==> config.mk <==
export PLATFORM = sky130hd
export DESIGN_NAME = con_eval_unit_flat
export DESIGN_NICKNAME = d
export VERILOG_FILES = /design/src/rtl/con_eval_unit_if.sv /design/src/rtl/con_eval_unit.sv /design/src/flat_wrapper.sv
export SDC_FILE = /design/constraint.sdc
export NUM_CORES = 1
export LEC_CHECK = 0
export ABC_AREA = 1
export CORE_MARGIN = 5
export CORE_UTILIZATION = 48
export CTS_CLUSTER_DIAMETER = 50
export DETAILED_ROUTE_END_ITERATION = 8
export MAX_ROUTING_LAYER = met4
export PLACE_DENSITY = 0.86
export SETUP_SLACK_MARGIN = 0.4
export SLEW_MARGIN = 0
export SYNTH_ARGS = -nofsm -noshare
export SYNTH_HDL_FRONTEND = slang
export SYNTH_SLANG_ARGS = --single-unit
==> constraint.sdc <==
create_clock -name clock -period 4.4 [get_ports clock]
set_clock_uncertainty 0.05 [all_clocks]
set_input_delay 0.88 -clock clock [delete_from_list [all_inputs] [get_ports clock]]
set_output_delay 0.88 -clock clock [all_outputs]
set_load 0.005 [all_outputs]
==> src/rtl/con_eval_unit_if.sv <==
// Condition-evaluator bus: evaluate request, operand, condition select, ALU flags in;
// registered result, valid strobe, busy, flag register and taken counter out.
interface con_eval_unit_if #(
  parameter int DATA_WIDTH = 32,
  parameter int CNT_WIDTH  = 16
);
  logic                  CONin;
  logic [DATA_WIDTH-1:0] BusMuxOut;
  logic [2:0]            IrBits;
  logic [3:0]            FlagsIn;
  logic                  FlagsWe;
  logic                  count_clr;
  logic                  CONout;
  logic                  CONvalid;
  logic                  busy;
  logic [3:0]            flags;
  logic [CNT_WIDTH-1:0]  taken_count;

  modport master (
    output CONin, BusMuxOut, IrBits, FlagsIn, FlagsWe, count_clr,
    input  CONout, CONvalid, busy, flags, taken_count
  );

  modport slave (
    input  CONin, BusMuxOut, IrBits, FlagsIn, FlagsWe, count_clr,
    output CONout, CONvalid, busy, flags, taken_count
  );
endinterface

==> src/rtl/con_eval_unit.sv <==
// Two-stage branch-condition evaluator: CONin at edge k gives CONvalid/CONout after edge k+1.
// No backpressure: one request accepted per clock, results strobed out in order.
module con_eval_unit #(
  parameter int DATA_WIDTH = 32,
  parameter int CNT_WIDTH  = 16
) (
  input logic              clock,
  input logic              reset_n,
  con_eval_unit_if.slave   cu
);

  localparam logic [CNT_WIDTH-1:0] CNT_MAX = '1;

  // Stage-1 capture
  logic       s1_valid;
  logic       s1_zero;
  logic       s1_msb;
  logic [2:0] s1_sel;
  logic [3:0] s1_flags;

  // Architectural state
  logic [3:0]           flag_q;
  logic                 con_q;
  logic                 con_vld_q;
  logic [CNT_WIDTH-1:0] cnt_q;

  logic cond;

  always_ff @(posedge clock or negedge reset_n) begin
    if (!reset_n) begin
      flag_q <= 4'b0000;
    end else if (cu.FlagsWe) begin
      flag_q <= cu.FlagsIn;
    end
  end

  // Operand data only loads with CONin, so idle-cycle X never enters the pipe.
  always_ff @(posedge clock or negedge reset_n) begin
    if (!reset_n) begin
      s1_valid <= 1'b0;
      s1_zero  <= 1'b0;
      s1_msb   <= 1'b0;
      s1_sel   <= 3'b000;
      s1_flags <= 4'b0000;
    end else begin
      s1_valid <= cu.CONin;
      if (cu.CONin) begin
        s1_zero  <= (cu.BusMuxOut == '0);
        s1_msb   <= cu.BusMuxOut[DATA_WIDTH-1];
        s1_sel   <= cu.IrBits;
        s1_flags <= flag_q;
      end
    end
  end

  // s1_flags is {N,Z,C,V}
  always_comb begin
    cond = 1'b0;
    case (s1_sel)
      3'b000:  cond = s1_zero;
      3'b001:  cond = !s1_zero;
      3'b010:  cond = !s1_msb;
      3'b011:  cond = s1_msb;
      3'b100:  cond = 1'b1;
      3'b101:  cond = 1'b0;
      3'b110:  cond = !s1_flags[2] && (s1_flags[3] == s1_flags[0]);
      3'b111:  cond = !s1_flags[1];
      default: cond = 1'b0;
    endcase
  end

  always_ff @(posedge clock or negedge reset_n) begin
    if (!reset_n) begin
      con_q     <= 1'b0;
      con_vld_q <= 1'b0;
    end else begin
      con_vld_q <= s1_valid;
      if (s1_valid) begin
        con_q <= cond;
      end
    end
  end

  // Clear wins over a same-cycle increment.
  always_ff @(posedge clock or negedge reset_n) begin
    if (!reset_n) begin
      cnt_q <= '0;
    end else if (cu.count_clr) begin
      cnt_q <= '0;
    end else if (s1_valid && cond && (cnt_q != CNT_MAX)) begin
      cnt_q <= cnt_q + 1'b1;
    end
  end

  assign cu.CONout      = con_q;
  assign cu.CONvalid    = con_vld_q;
  assign cu.busy        = s1_valid;
  assign cu.flags       = flag_q;
  assign cu.taken_count = cnt_q;

endmodule

==> src/flat_wrapper.sv <==
// flat-port wrapper written by rule: the top's interface ports become plain ports
module con_eval_unit_flat 
#(
  parameter int DATA_WIDTH = 32,
  parameter int CNT_WIDTH  = 16
)
  (clock, reset_n, cu_CONin, cu_BusMuxOut, cu_IrBits, cu_FlagsIn, cu_FlagsWe, cu_count_clr, cu_CONout, cu_CONvalid, cu_busy, cu_flags, cu_taken_count);
  con_eval_unit_if #(.DATA_WIDTH(DATA_WIDTH), .CNT_WIDTH(CNT_WIDTH)) cu_i ();
  input logic clock;
  input logic reset_n;
  input wire logic [$bits(cu_i.CONin)-1:0] cu_CONin;
  input wire logic [$bits(cu_i.BusMuxOut)-1:0] cu_BusMuxOut;
  input wire logic [$bits(cu_i.IrBits)-1:0] cu_IrBits;
  input wire logic [$bits(cu_i.FlagsIn)-1:0] cu_FlagsIn;
  input wire logic [$bits(cu_i.FlagsWe)-1:0] cu_FlagsWe;
  input wire logic [$bits(cu_i.count_clr)-1:0] cu_count_clr;
  output wire logic [$bits(cu_i.CONout)-1:0] cu_CONout;
  output wire logic [$bits(cu_i.CONvalid)-1:0] cu_CONvalid;
  output wire logic [$bits(cu_i.busy)-1:0] cu_busy;
  output wire logic [$bits(cu_i.flags)-1:0] cu_flags;
  output wire logic [$bits(cu_i.taken_count)-1:0] cu_taken_count;
  assign cu_i.CONin = cu_CONin;
  assign cu_i.BusMuxOut = cu_BusMuxOut;
  assign cu_i.IrBits = cu_IrBits;
  assign cu_i.FlagsIn = cu_FlagsIn;
  assign cu_i.FlagsWe = cu_FlagsWe;
  assign cu_i.count_clr = cu_count_clr;
  assign cu_CONout = cu_i.CONout;
  assign cu_CONvalid = cu_i.CONvalid;
  assign cu_busy = cu_i.busy;
  assign cu_flags = cu_i.flags;
  assign cu_taken_count = cu_i.taken_count;
  con_eval_unit #(.DATA_WIDTH(DATA_WIDTH), .CNT_WIDTH(CNT_WIDTH)) u_core (.clock(clock), .reset_n(reset_n), .cu(cu_i));
endmodule
# --- Word-level counts from Yosys, hierarchy flattened ---
# Index checks and enable logic that the tools add are counted.
word_totals:
  out_inout_bits: 23
  in_bits: 44
  ff_bits: 32
  elab_cells: 32
classes:
  n_reduce_logical: 10
  addsub: 1
  n_eq_ne: 9
  n_mux: 3
op_table:
  columns: ["op", "count"]
  rows:
  - ["$logic_not A32 Y1", 1]
  - ["$mux W16", 2]
  - ["$add A16 B1 Y16 const B", 1]
  - ["$ne A16 B16 Y1 const B", 1]
  - ["$eq A3 B3 Y1 const B", 4]
  - ["$pmux W1 S8", 1]
  - ["$eq A3 B2 Y1 const B", 2]
  - ["$logic_not A1 Y1", 4]
  - ["$eq A3 B1 Y1 const B", 1]
  - ["$logic_and A1 B1 Y1", 3]
  - ["$logic_not A3 Y1", 1]
  - ["$reduce_bool A2 Y1", 1]
  - ["$eq A1 B1 Y1", 1]

# --- Longest topological paths before layout ---
# Gate-level depths: netlist of run 1.
logic_depth:
  depth_word: 7
  mapped_depth: 11
  mapped_depth_nobuf: 10

# --- Least setup slack after synthesis of run 1 ---
# No wires, ideal clock.
synth_timing:
  path_kind: "in2reg"
  startpoint: "input cu_count_clr"
  endpoint: "register u_core.cnt_q[10] (netlist: u_core.cu.taken_count[10])"
  arrival_time_ns: 1.579
  cell_stages: 5
  setup_slack_ns: 2.654
  n_path_buf: 2
  setup_time_ns: 0.117
  required_time_ns: 4.233
  cell_sequence: "buf_4 > clkinv_1 > clkbuf_1 > nand3_1 > nand2_1"
synth_via:
  elab_chain_len: 1
  elab_cells_between_ends: 2
  classes_between: "mux (1); reduce/logical (1)"
synth_rtl:
  columns: ["item", "line", "source"]
  rows:
  - ["start, declared", "flat_wrapper.sv:16", "input wire logic [$bits(cu_i.count_clr)-1:0] cu_count_clr;"]
  - ["$mux W16 / $reduce_bool A2 Y1 (equally long branches)", null, null]
  - ["end signal, assigned", "con_eval_unit.sv:91", "cnt_q <= cnt_q + 1'b1;"]
  - ["end, declared", "con_eval_unit.sv:25", "logic [CNT_WIDTH-1:0] cnt_q;"]
# Several ways; a longest one is shown, not always the timed one.
# A chain may end at the register's enable or synchronous reset.

# --- Worst setup path in the final report of run 1 ---
layout_timing:
  startpoint: "input cu_count_clr"
  endpoint: "register u_core.cnt_q[11] (netlist: u_core.cu.taken_count[11])"
# The elaborated chain is that of the path after synthesis.

==> impl_metrics.yaml, run 1 <==
synth:
  synth.yosys.warnings: 0
  postSynthCellCount: 247
  yosysSeqAreaShare_pct: 44.11
  share_of_async_settable_or_async_resettable_flops_after_synthesis_pct: 100.0
  synth_edf_count: 0
  synth_seq_cells: 32
  synth_flop_cell: "sky130_fd_sc_hd__dfrtp_1"
  synth_net_count: 292
  average_cell_area_after_synthesis_sq_um: 7.350
  synth_cell_type_count: 31
  synth.cell_area_sq_mm: 0.001815
route:
  dr_total_vias: 1876
  first_iteration_detailed_routing_drc_count: 209
  finalWirelength_mm: 4.439
  detail_route.drc_violations: 0
  detail-route-antenna-nets: 0
  wl_per_cell_um: 12.20
  drt-vias-per-instance: 5.154
  drt-pass1-iter-count: 6
timing:
  final.min_clock_period_ns: 2.743
  ratio_of_final_minimum_period_to_clock_period_pct: 62.33
  max-slew-margin-rel_pct: 61.16
  setup_viol_count_final: 0
  tightest_slew_ns: 0.5808
  final.hold.worst_slack_ns: 0.3708
  fmaxAchievable_mhz: 364.6
  totalNegativeSetupSlack_ns: 0
  rsz0062_at_grt: "no"
  report.final.hold_viol_count: 0
  report.final.slew_viol_count: 0
cells_and_area:
  layout.cells.most_common: "sky130_fd_sc_hd__nand2_1"
  most-common-layout-cells: "79 x sky130_fd_sc_hd__nand2_1, 66 x sky130_fd_sc_hd__clkdlybuf4s50_1, 36 x sky130_fd_sc_hd__nor2_1"
  synthToLayoutAreaGrowth_pct: 44.80
  nNetsFinal: 360
  drive_gt1_share_pct: 6.962
  final_std_cell_area_no_fill_sq_mm: 0.002629
  finish.utilization_pct: 71.80
  n_antenna_cell: 0
clock_network:
  clk_root_buffer_cell: "sky130_fd_sc_hd__clkbuf_8"
  cts_hold_buffers: 0
  tritoncts.num_buffers: 5
  clk_pin_slew_worst_paths_ns: 0.07
  ctsResizeCount: 0
  clock_tree.buffer_depth: 2
  clock-sinks: 32
  tritoncts: "built"
  cts.repair_timing.setup_buffer_count: 0
  clock_insertion_delay_worst_skew_ns: 0.28
  cts-htree-levels: 2
floorplanning:
  chipHeight_um: 71.50
  die-area_sq_mm: 0.005112
  ioPinCount: 67
  floorplan.initialDensity_pct: 49.59
  rows: 22
  floorplan.core_area_sq_mm: 0.003661
  die_width_um: 71.50
setup_path:
  worst_ep_required_time_ns: 4.57
  start_kind: "input port"
  worstPathMaxFanout: 18
  r2r_cells: 10
  cp_data_arrival_time_ns: 2.91
  crit_path_category: "in -> reg"
  critPathCaptureType: "flip-flop"
grt:
  grt_pass1_vias: 1851
  global_route.overflow_total: 0
  maximum_number_of_pins_on_one_net_before_global_route_repair: 33
  track_usage_pct: 19.22
  grt_antenna_before_repair: 0
  grt_first_pass_wirelength_mm: 7.748
placed_design:
  detailed_place_hpwl_mm: 3.318
  gp_routability_congestion: 0.8363
  port_buffers: 66
  placed_area_sq_mm: 0.002502
worst_hold_path:
  worstHoldPathType: "reg -> reg"
  hold_path_depth: 0
power_and_ir_drop:
  vdd_ir_drop_max_mv: 0.2387
  power.density_mw_per_mm2: 291.5
  static-leakage-power_nw: 1.156
status:
  status: "completed"
flow_run:
  timing.max_cap.violations: 0
[power by group]
| group | internal (mW) | total [mW] | switching, mW |
|---|---|---|---|
| sequential | 0.313 | 0.328 | 0.0156 |
| clock | 0.200 | 0.307 | 0.108 |
| combinational | 0.0727 | 0.130 | 0.0577 |
| total | 0.585 | 0.766 | 0.181 |
[synth_stat cells, types with 2 or more instances]
cell,count,area share [%]
sky130_fd_sc_hd__mux2_2,2,1.2
sky130_fd_sc_hd__nand2_2,3,1.0
sky130_fd_sc_hd__nor3_1,5,1.4
sky130_fd_sc_hd__nand2_1,79,16
sky130_fd_sc_hd__o21ai_0,8,2.2
sky130_fd_sc_hd__nor2_1,36,7.4
sky130_fd_sc_hd__nand3_1,26,7.2
sky130_fd_sc_hd__nand4_1,3,1.0
sky130_fd_sc_hd__o21bai_1,2,0.83
sky130_fd_sc_hd__clkbuf_1,3,0.62
sky130_fd_sc_hd__a21oi_1,4,1.1
sky130_fd_sc_hd__dfrtp_1,32,44
sky130_fd_sc_hd__xor2_1,2,0.97
sky130_fd_sc_hd__nor4_1,7,2.4
sky130_fd_sc_hd__buf_6,2,1.2
sky130_fd_sc_hd__inv_1,18,3.7
[final timing paths]
check	from	to	slack [ns]
setup / recovery	cu_count_clr	u_core.cu.taken_count[11]	1.66
hold / removal	u_core.cu.busy	u_core.cu.CONvalid	0.37
setup reg to reg	u_core.cu.taken_count[0]	u_core.cu.taken_count[11]	2.55
hold reg to reg	u_core.cu.busy	u_core.cu.CONvalid	0.37
max in group asynchronous	reset_n	u_core.s1_msb	3.05
min in group asynchronous	reset_n	u_core.cu.taken_count[5]	0.96
[logic make-up after synthesis]
family / after synthesis / synth area share (%)
compound gates: 17 / 5.514
fa+ha+maj: 1 / 0.6891
mux: 2 / 1.240
buf+inv: 27 / 6.684
simple gates: 165 / 40.32
xor+xnor: 3 / 1.448
flops: 32 / 44.11
[flip-flops by register name, summed over array words and instances, names as in the netlist]
signal,count
u_core.cu.taken_count,16
u_core.cu.flags,4
u_core.s1_flags,4
u_core.s1_sel,3
u_core.cu.CONout,1
u_core.cu.CONvalid,1
u_core.cu.busy,1
u_core.s1_msb,1
u_core.s1_zero,1
[stage by stage]
step	setup WS, ns	total power [mW]	std cells
final	1.657	0.7663	364
after floorplan	2.654	0.3885	247
after global placement	1.457	0.4619	356
after detailed placement	1.426	0.4653	356
after global routing	1.484	0.8053	364
after CTS	1.700	0.7745	364
[final cells by class]
type                       count  area [sq um]
tap                           48         60.06
clock inverter                 1         30.03
inverter                      21         80.08
timing repair buffer          67         668.1
multi-input combinational    188         893.4
fill                         290          1032
clock buffer                   7         96.34
sequential                    32         800.8
[worst max-delay path: stages]
cell and delay, ns:
sky130_fd_sc_hd__clkdlybuf4s50_1 0.84, sky130_fd_sc_hd__clkinv_1 0.64, sky130_fd_sc_hd__nand2_4 0.39, sky130_fd_sc_hd__nand2_1 0.09, sky130_fd_sc_hd__nand2_1 0.07
[layer usage]
| metal | track usage (%) | part of all wire, % |
|---|---|---|
| met1 | 22.26 | 41 |
| met2 | 32.14 | 49 |
| met4 | 4.384 | 0.56 |
| met3 | 6.592 | 8.9 |
| met5 | - | 0 |
No activity file was read; power rests on OpenSTA's default activity.
==> inputs of run 2 (changes only) <==
--- a/config.mk
+++ b/config.mk
@@ -7,11 +7,11 @@
 export LEC_CHECK = 0
 export ABC_AREA = 1
 export CORE_MARGIN = 5
-export CORE_UTILIZATION = 48
+export CORE_UTILIZATION = 44
 export CTS_CLUSTER_DIAMETER = 50
 export DETAILED_ROUTE_END_ITERATION = 8
 export MAX_ROUTING_LAYER = met4
-export PLACE_DENSITY = 0.86
+export PLACE_DENSITY = 0.79
 export SETUP_SLACK_MARGIN = 0.4
 export SLEW_MARGIN = 0
 export SYNTH_ARGS = -nofsm -noshare
==> constraint.sdc (replaced) <==
create_clock -name clock -period 2.8 [get_ports clock]
set_clock_uncertainty 0.05 [all_clocks]
set_input_delay 0.56 -clock clock [delete_from_list [all_inputs] [get_ports clock]]
set_output_delay 0.56 -clock clock [all_outputs]
set_load 0.005 [all_outputs]
==> run 2 against run 1 <==
Against the previous run:
- global-route usage fell by 1.3 points
- utilization fell by 6.7 points
- sequential power is 58% higher
==> impl_metrics.yaml, run 2 (same netlist as run 1, synthesis figures left out) <==
status:
  status: "completed"
setup_path:
  start_kind: "input port"
  worst_ep_required_time_ns: 2.96
  r2r_cells: 10
  cp_data_arrival_time_ns: 2.08
  worstPathMaxFanout: 12
  rrSetupSlack_ns: 0.96
  reg2reg_to: "u_core.cu.taken_count[4]"
  critPathCaptureType: "flip-flop"
  crit_path_category: "in -> reg"
  worst_r2r_startpoint: "u_core.cu.taken_count[0]"
cells_and_area:
  drive_gt1_share_pct: 7.256
  nNetsFinal: 361
  flip_flop_count_of_the_largest_register_after_layout: 16
  final_cells: 367
  n_antenna_cell: 0
  most-common-layout-cells: "79 x sky130_fd_sc_hd__nand2_1, 66 x sky130_fd_sc_hd__clkdlybuf4s50_1, 36 x sky130_fd_sc_hd__nor2_1"
  synthToLayoutAreaGrowth_pct: 43.49
  layout.cells.most_common: "sky130_fd_sc_hd__nand2_1"
worst_hold_path:
  worstHoldPathType: "reg -> reg"
  hold_path_depth: 0
  min-delay-start: "u_core.cu.busy"
  hold_end: "u_core.cu.CONvalid"
timing:
  final.min_clock_period_ns: 1.921
  final.hold.worst_slack_ns: 0.3608
  setup_viol_count_final: 0
  report.final.slew_viol_count: 0
  max-slew-margin-rel_pct: 62.45
  ratio_of_final_minimum_period_to_clock_period_pct: 68.61
  tightest_slew_ns: 0.5598
  fmaxAchievable_mhz: 520.5
  totalNegativeSetupSlack_ns: 0
  rsz0062_at_grt: "no"
  report.final.hold_viol_count: 0
route:
  drt-pass1-iter-count: 4
  wl_per_cell_um: 12.38
  first_iteration_detailed_routing_drc_count: 96
  finalWirelength_mm: 4.545
  dr_total_vias: 1832
  detail-route-antenna-nets: 0
  detailroute.wirelength.met2_mm: 2.276
  detail_route.drc_violations: 0
  highest_layer: "met4"
  detailroute.wirelength.met3_um: 374
  drt-vias-per-instance: 4.992
  routedLengthMet1_mm: 1.848
clock_network:
  clock_insertion_delay_worst_skew_ns: 0.28
  ctsResizeCount: 0
  cts.repair_timing.setup_buffer_count: 0
  clk_root_buffer_cell: "sky130_fd_sc_hd__clkbuf_8"
  cts-htree-levels: 2
  tritoncts: "built"
  clk_pin_slew_worst_paths_ns: 0.06
  cts_hold_buffers: 0
  clock_tree.buffer_depth: 2
  tritoncts.num_buffers: 5
  clock-sinks: 32
flow_run:
  timing.max_cap.violations: 0
grt:
  grt_antenna_before_repair: 0
  global_route.overflow_total: 0
  grt_pass1_vias: 1815
  maximum_number_of_pins_on_one_net_before_global_route_repair: 33
  track_usage_pct: 17.94
  grt_first_pass_wirelength_mm: 7.479
power_and_ir_drop:
  power.density_mw_per_mm2: 417.7
  vdd_ir_drop_max_mv: 0.2984
  static-leakage-power_nw: 1.147
floorplanning:
  rows: 23
  die_width_um: 74.24
  chipHeight_um: 74.24
  floorplan.core_area_sq_mm: 0.004000
  die-area_sq_mm: 0.005511
  ioPinCount: 67
  floorplan.initialDensity_pct: 45.39
placed_design:
  detailed_place_hpwl_mm: 3.470
  place_inst: 359
  gp_routability_congestion: 0.8720
  port_buffers: 66
[run 2: cell count changes in the layout (fill, tap and decap cells not counted), sizes merged]
cell,change
bufinv,-1
clkinv,+2
buf,+1
clkbuf,-1
[run 2: per-layer routing]
layer | global-route usage [%] | vias to the layer above
met5 | - | -
met3 | 4.595 | 5
met1 | 20.37 | 830
met2 | 30.91 | 69
li1 | - | 928
met4 | 5.731 | 0
[run 2: critical path, stage by stage]
cell and delay, ns:
sky130_fd_sc_hd__clkdlybuf4s50_1 0.67, sky130_fd_sc_hd__inv_1 0.17, sky130_fd_sc_hd__or2_2 0.32, sky130_fd_sc_hd__nor2_1 0.09, sky130_fd_sc_hd__nand3_1 0.08, sky130_fd_sc_hd__nor2_1 0.09
sky130_fd_sc_hd__nand2_1 0.05, sky130_fd_sc_hd__nand2_1 0.05
[run 2: layout make-up]
type                            instances  area (sq um)
Timing Repair Buffer                   68         675.6
Clock buffer                            6         82.58
Inverter                               21         80.08
Fill cell                             346          1395
Clock inverter                          2         10.01
Tap cell                               50         62.56
Multi-Input combinational cell        188         893.4
Sequential cell                        32         800.8
[run 2: worst max-delay path by stage]
stage                                  start                        to  slack, ns  cells after the start
floorplan           u_core.cu.taken_count[0]  u_core.cu.taken_count[6]       1.23                     11
global placement                    cu_CONin            u_core.s1_zero       0.64                      8
detailed placement                  cu_CONin            u_core.s1_zero       0.60                      8
CTS                 u_core.cu.taken_count[7]         cu_taken_count[7]       0.87                      1
global route                        cu_CONin            u_core.s1_zero       0.73                      8
finish                              cu_CONin            u_core.s1_zero       0.88                      8
[run 2: power by group]
group          leakage (nW)  internal [mW]  switching (mW)
Clock                0.0510          0.196           0.168
Sequential            0.415          0.492          0.0263
Combinational         0.681          0.115          0.0908
Total                  1.15          0.803           0.285
[run 2: metrics by stage]
| step | utilization, % | power [mW] | setup WS, ns | instance area [sq um] |
|---|---|---|---|---|
| 3_5_place_dp | 62.81 | 0.7341 | 0.6001 | 2512 |
| 4_1_cts | 65.12 | 1.101 | 0.8745 | 2605 |
| 2_1_floorplan | - | 0.6106 | 1.231 | 1815 |
| 5_1_grt | 65.12 | 1.145 | 0.7347 | 2605 |
| 3_3_place_gp | 62.81 | 0.7297 | 0.6384 | 2512 |
| 6_report | 65.12 | 1.088 | 0.8789 | 2605 |
